**config.mk**
```make
export PLATFORM = sky130hd
export DESIGN_NAME = arm_mainfsm_flat
export DESIGN_NICKNAME = d
export VERILOG_FILES = /design/src/rtl/arm_mainfsm_if.sv /design/src/rtl/arm_mainfsm.sv /design/src/flat_wrapper.sv
export SDC_FILE = /design/constraint.sdc
export NUM_CORES = 1
export LEC_CHECK = 0
export ABC_AREA = 1
export CAP_MARGIN = 20
export CORE_AREA = 2 2 39 41
export CTS_CLUSTER_DIAMETER = 200
export CTS_CLUSTER_SIZE = 28
export DETAILED_ROUTE_END_ITERATION = 16
export DIE_AREA = 0 0 41 43
export DONT_BUFFER_PORTS = 1
export GPL_ROUTABILITY_DRIVEN = 0
export GPL_TIMING_DRIVEN = 1
export PLACE_DENSITY_LB_ADDON = 0.2
export SLEW_MARGIN = 0
export SYNTH_ARGS = -nofsm -noshare
export SYNTH_HDL_FRONTEND = slang
export SYNTH_SLANG_ARGS = --single-unit
```
**constraint.sdc**
```tcl
create_clock -name clk -period 1.2 [get_ports clk]
set_input_delay 0.12 -clock clk [delete_from_list [all_inputs] [get_ports clk]]
set_output_delay 0.12 -clock clk [all_outputs]
set_load 0.005 [all_outputs]
```
**src/rtl/arm_mainfsm_if.sv**
```systemverilog
// Control bundle between the multicycle ARM main FSM (master) and the
// datapath (slave): instruction fields and memory-ready in, enables/selects out.
interface arm_mainfsm_if;
  logic [1:0] Op;
  logic [5:0] Funct;
  logic       MemRdy;
  logic       IRWrite;
  logic       NextPC;
  logic       RegW;
  logic       MemW;
  logic       Branch;
  logic       AdrSrc;
  logic [1:0] ALUSrcA;
  logic [1:0] ALUSrcB;
  logic [1:0] ResultSrc;
  logic       ALUOp;
  logic [3:0] State;

  modport master (
    input  Op, Funct, MemRdy,
    output IRWrite, NextPC, RegW, MemW, Branch, AdrSrc,
           ALUSrcA, ALUSrcB, ResultSrc, ALUOp, State
  );

  modport slave (
    output Op, Funct, MemRdy,
    input  IRWrite, NextPC, RegW, MemW, Branch, AdrSrc,
           ALUSrcA, ALUSrcB, ResultSrc, ALUOp, State
  );
endinterface

```
**src/rtl/arm_mainfsm.sv**
```systemverilog
// Main control FSM for the multicycle ARM datapath: fetch/decode/execute/
// memory/writeback sequencing with MemRdy stalls in FETCH, MEMRD and MEMWR.
module arm_mainfsm #(
  parameter bit UNK_TRAP = 1'b0
) (
  input  logic          clk,
  input  logic          reset,
  arm_mainfsm_if.master bus
);

  typedef enum logic [3:0] {
    S_FETCH    = 4'd0,
    S_DECODE   = 4'd1,
    S_MEMADR   = 4'd2,
    S_MEMRD    = 4'd3,
    S_MEMWB    = 4'd4,
    S_MEMWR    = 4'd5,
    S_EXECUTER = 4'd6,
    S_EXECUTEI = 4'd7,
    S_ALUWB    = 4'd8,
    S_BRANCH   = 4'd9,
    S_UNKNOWN  = 4'd10
  } state_e;

  state_e state_q, state_d;

  always_ff @(posedge clk) begin
    if (reset) state_q <= S_FETCH;
    else       state_q <= state_d;
  end

  always_comb begin
    state_d = state_q;
    unique case (state_q)
      S_FETCH:  if (bus.MemRdy) state_d = S_DECODE;
      S_DECODE: begin
        unique case (bus.Op)
          2'b00:   state_d = bus.Funct[5] ? S_EXECUTEI : S_EXECUTER;
          2'b01:   state_d = S_MEMADR;
          2'b10:   state_d = S_BRANCH;
          default: state_d = S_UNKNOWN;
        endcase
      end
      S_MEMADR:   state_d = bus.Funct[0] ? S_MEMRD : S_MEMWR;
      S_MEMRD:    if (bus.MemRdy) state_d = S_MEMWB;
      S_MEMWR:    if (bus.MemRdy) state_d = S_FETCH;
      S_EXECUTER: state_d = S_ALUWB;
      S_EXECUTEI: state_d = S_ALUWB;
      S_MEMWB:    state_d = S_FETCH;
      S_ALUWB:    state_d = S_FETCH;
      S_BRANCH:   state_d = S_FETCH;
      // UNKNOWN and any stray encoding share the trap/recover policy
      default:    state_d = UNK_TRAP ? S_UNKNOWN : S_FETCH;
    endcase
  end

  always_comb begin
    bus.IRWrite   = 1'b0;
    bus.NextPC    = 1'b0;
    bus.RegW      = 1'b0;
    bus.MemW      = 1'b0;
    bus.Branch    = 1'b0;
    bus.AdrSrc    = 1'b0;
    bus.ALUSrcA   = 2'b00;
    bus.ALUSrcB   = 2'b00;
    bus.ResultSrc = 2'b00;
    bus.ALUOp     = 1'b0;
    unique case (state_q)
      S_FETCH: begin
        bus.IRWrite   = bus.MemRdy;
        bus.NextPC    = bus.MemRdy;
        bus.ALUSrcA   = 2'b01;
        bus.ALUSrcB   = 2'b10;
        bus.ResultSrc = 2'b10;
      end
      S_DECODE: begin
        bus.ALUSrcA   = 2'b01;
        bus.ALUSrcB   = 2'b10;
        bus.ResultSrc = 2'b10;
      end
      S_MEMADR:   bus.ALUSrcB = 2'b01;
      S_MEMRD:    bus.AdrSrc  = 1'b1;
      S_MEMWB: begin
        bus.ResultSrc = 2'b01;
        bus.RegW      = 1'b1;
      end
      S_MEMWR: begin
        bus.AdrSrc = 1'b1;
        bus.MemW   = 1'b1;
      end
      S_EXECUTER: bus.ALUOp = 1'b1;
      S_EXECUTEI: begin
        bus.ALUSrcB = 2'b01;
        bus.ALUOp   = 1'b1;
      end
      S_ALUWB:    bus.RegW = 1'b1;
      S_BRANCH: begin
        bus.ALUSrcB   = 2'b01;
        bus.ResultSrc = 2'b10;
        bus.Branch    = 1'b1;
      end
      default: ;
    endcase
  end

  assign bus.State = state_q;

endmodule
```
**src/flat_wrapper.sv**
```systemverilog
// flat-port wrapper written by rule: the top's interface ports become plain ports
module arm_mainfsm_flat 
#(
  parameter bit UNK_TRAP = 1'b0
)
  (clk, reset, bus_Op, bus_Funct, bus_MemRdy, bus_IRWrite, bus_NextPC, bus_RegW, bus_MemW, bus_Branch, bus_AdrSrc, bus_ALUSrcA, bus_ALUSrcB, bus_ResultSrc, bus_ALUOp, bus_State);
  arm_mainfsm_if bus_i ();
  input  logic clk;
  input  logic reset;
  input wire logic [$bits(bus_i.Op)-1:0] bus_Op;
  input wire logic [$bits(bus_i.Funct)-1:0] bus_Funct;
  input wire logic [$bits(bus_i.MemRdy)-1:0] bus_MemRdy;
  output wire logic [$bits(bus_i.IRWrite)-1:0] bus_IRWrite;
  output wire logic [$bits(bus_i.NextPC)-1:0] bus_NextPC;
  output wire logic [$bits(bus_i.RegW)-1:0] bus_RegW;
  output wire logic [$bits(bus_i.MemW)-1:0] bus_MemW;
  output wire logic [$bits(bus_i.Branch)-1:0] bus_Branch;
  output wire logic [$bits(bus_i.AdrSrc)-1:0] bus_AdrSrc;
  output wire logic [$bits(bus_i.ALUSrcA)-1:0] bus_ALUSrcA;
  output wire logic [$bits(bus_i.ALUSrcB)-1:0] bus_ALUSrcB;
  output wire logic [$bits(bus_i.ResultSrc)-1:0] bus_ResultSrc;
  output wire logic [$bits(bus_i.ALUOp)-1:0] bus_ALUOp;
  output wire logic [$bits(bus_i.State)-1:0] bus_State;
  assign bus_i.Op = bus_Op;
  assign bus_i.Funct = bus_Funct;
  assign bus_i.MemRdy = bus_MemRdy;
  assign bus_IRWrite = bus_i.IRWrite;
  assign bus_NextPC = bus_i.NextPC;
  assign bus_RegW = bus_i.RegW;
  assign bus_MemW = bus_i.MemW;
  assign bus_Branch = bus_i.Branch;
  assign bus_AdrSrc = bus_i.AdrSrc;
  assign bus_ALUSrcA = bus_i.ALUSrcA;
  assign bus_ALUSrcB = bus_i.ALUSrcB;
  assign bus_ResultSrc = bus_i.ResultSrc;
  assign bus_ALUOp = bus_i.ALUOp;
  assign bus_State = bus_i.State;
  arm_mainfsm #(.UNK_TRAP(UNK_TRAP)) u_core (.clk(clk), .reset(reset), .bus(bus_i));
endmodule
```
==> impl_metrics.py <==
metrics = {
    "flow_run": {
        "cap_violations": 0,
    },
    "floorplanning": {
        "dieArea_um2": 1760,
        "initial_core_util_pct": 28.3,
        "ios": 28,
        "coreArea_um2": 1380,
        "die_y_um": 43,
        "num_rows": 14,
        "dieWidth_um": 41,
    },
    "layout": {
        "largest_reg_flops": 4,
        "syn_to_final_growth_pct": 24.6,
        "fin_cells": 86,
        "drive_gt1_share_pct": 45.7,
        "multi_input_area_um2": 250,
        "ff_latch_area_um2": 87.6,
        "n_antenna_cell": 0,
        "final_nets": 83,
        "fillerInstances": 163,
        "postLayoutCellArea_um2": 488,
    },
    "logic_synthesis": {
        "synthArstFlopShare_pct": 0,
        "synth-main-ff-cell": "dfxtp_1",
        "synth_nets": 74,
        "ys_top_cells_by_count": "10 x inv_1, 9 x nand2_1, 7 x nor2_1",
        "synth_top_area_share_pct": 20.4,
        "postSynthCellCount": 63,
        "ys_seq_area_share_pct": 20.4,
        "synth.area.top_cells": "dfxtp_1 20%, inv_1 9.6%, nand2_1 8.6%",
        "yosysMostFrequentCell": "inv_1",
        "syn_area_um2": 392,
        "yosys.area.top_type": "dfxtp_1",
        "yosysWarningCount": 0,
        "yosysUniqueCellTypes": 21,
        "synth_edf_count": 0,
        "synth-seq-cells": 4,
        "syn_avg_cell_area_um2": 6.22,
    },
    "status": {
        "outcome": "finished, final reports clean",
    },
    "timing": {
        "finClkSkew_ns": 0.000739,
        "fin_ws_ns": 0.0172,
        "period_minus_slack_ns": 1.18,
        "fin_crit_sh_pct": 98.6,
        "maxSlewViolCount": 0,
        "setup_viol": 0,
        "rsz0062_at_grt": "true",
        "fmaxAchievable_ghz": 0.845,
        "hold_violations": 0,
    },
    "grt": {
        "antenna_found_initial": 0,
        "first_global_vias": 335,
        "track_usage_pct": 10.1,
        "grt-ovfl-total": 0,
        "grt_pass1_wl_um": 1300,
        "grt_max_degree": 7,
    },
    "setup_path": {
        "worst-endpoint-required_ns": 1.08,
        "arrival_ns": 1.06,
        "path_max_fanout": 5,
        "endpoint_kind": "primary output",
        "start_kind": "flop",
        "reg2regPathDepth": 7,
        "worst-setup-path-type": "flop to primary output",
    },
    "pwr": {
        "power_w": 0.000641,
        "leakagePower_nw": 0.244,
        "cellPowerDensity_nw_per_um2": 1310,
        "vdd_ir_drop_max_mv": 0.385,
    },
    "cts": {
        "h-tree-depth": 1,
        "cts_tree": "done",
        "cts_max_path_buffers": 2,
        "cts_buffers": 3,
        "cts.sinks": 4,
        "path_clk_slew_ns": 0.03,
        "clkLatencyLatePin_ns": 0.22,
        "root_buffer": "clkbuf_4",
    },
    "placed_design": {
        "place_inst": 78,
        "dpl_cell_area_um2": 404,
        "io_buffers": 0,
        "post-place-ws_ns": 0.0678,
        "hpwlAfterDp_um": 744,
    },
    "routing": {
        "wl_per_cell_um": 10.5,
        "route.antenna.remaining_nets": 0,
        "drc": 0,
        "drt_iter0_markers": 0,
        "wl_um": 905,
        "dr.pass1.iters": 1,
        "vias_per_cell": 4.47,
        "num_vias": 384,
    },
    "min_path": {
        "holdCritPathClass": "input pin to flop",
        "hold_depth": 3,
    },
}
metal layers:
metal / GRT usage [%] / vias to the layer above / part of all wire, %
met1: 13.8 / 163 / 45
met2: 17.2 / 13 / 50
met4: 2.00 / 0 / 0
li1: - / 208 / -
met3: 0 / 0 / 5.3
met5: 0 / - / 0
metrics by stage:
step                      TNS [ns]  hold WS [ns]  utilization [%]
after detailed placement         0         0.187             29.2
after CTS                        0        0.0400             33.5
final                            0        0.0440             35.3
after global routing        -0.233        0.0736             35.3
after global placement           0         0.187             29.2
after floorplan                  0         0.182                -
kinds of logic after synthesis:
group	Yosys count	synth area share, %
simple gates	30	40.6
buf+inv	17	19.2
compound gates	11	18.8
flops	4	20.4
other cells	1	0.958
power breakdown:
group / switching, W / internal [W]
combinational: 0.000175 / 0.000128
clock: 0.0000455 / 0.000111
sequential: 0.0000275 / 0.000154
critical path: stages (launching register included):
cell and delay, ns:
dfxtp_4 0.35, nor2_4 0.14, buf_4 0.16, nand2_2 0.07, o21ai_0 0.11
final timing paths:
kind | start | slack, ns | to
worst max-delay path | u_core.bus.State[3] | 0.02 | bus_ResultSrc[1]
worst min-delay path | reset | 0.04 | u_core.bus.State[1]
worst max register to register | u_core.bus.State[2] | 0.06 | u_core.bus.State[1]
worst min register to register | u_core.bus.State[1] | 0.55 | u_core.bus.State[3]
cell type report:
cell class / count / share of cell area (%)
Inverter: 14 / 10.8
Multi-Input combinational cell: 42 / 51.3
Clock buffer: 3 / 4.62
Tap cell: 16 / 4.10
Sequential cell: 4 / 17.9
Timing Repair Buffer: 7 / 11.3
cell usage in the layout (no fill, tap or decap), drive strengths merged:
cell type	Yosys	routed
clkbuf	0	3
inv	13	13
o21bai	1	1
nand3	4	4
nand3b	1	1
a21oi	4	4
clkinv	1	1
nor2	11	11
o21ai	3	3
o21a	1	1
o211ai	2	2
nand2	14	14
conb	1	1
buf	3	6
dfxtp	4	4
dlygate4sd3	0	1
what timing repair did:
item                                   CTS  global route
hold buffers                             1             0
gates resized for setup                  5             6
setup endpoints to repair                8            11
pin swaps                                2             2
buffers inserted                         3             1
endpoints found under the hold margin    2             0
Note: power is estimated with default switching activity, not from simulation.
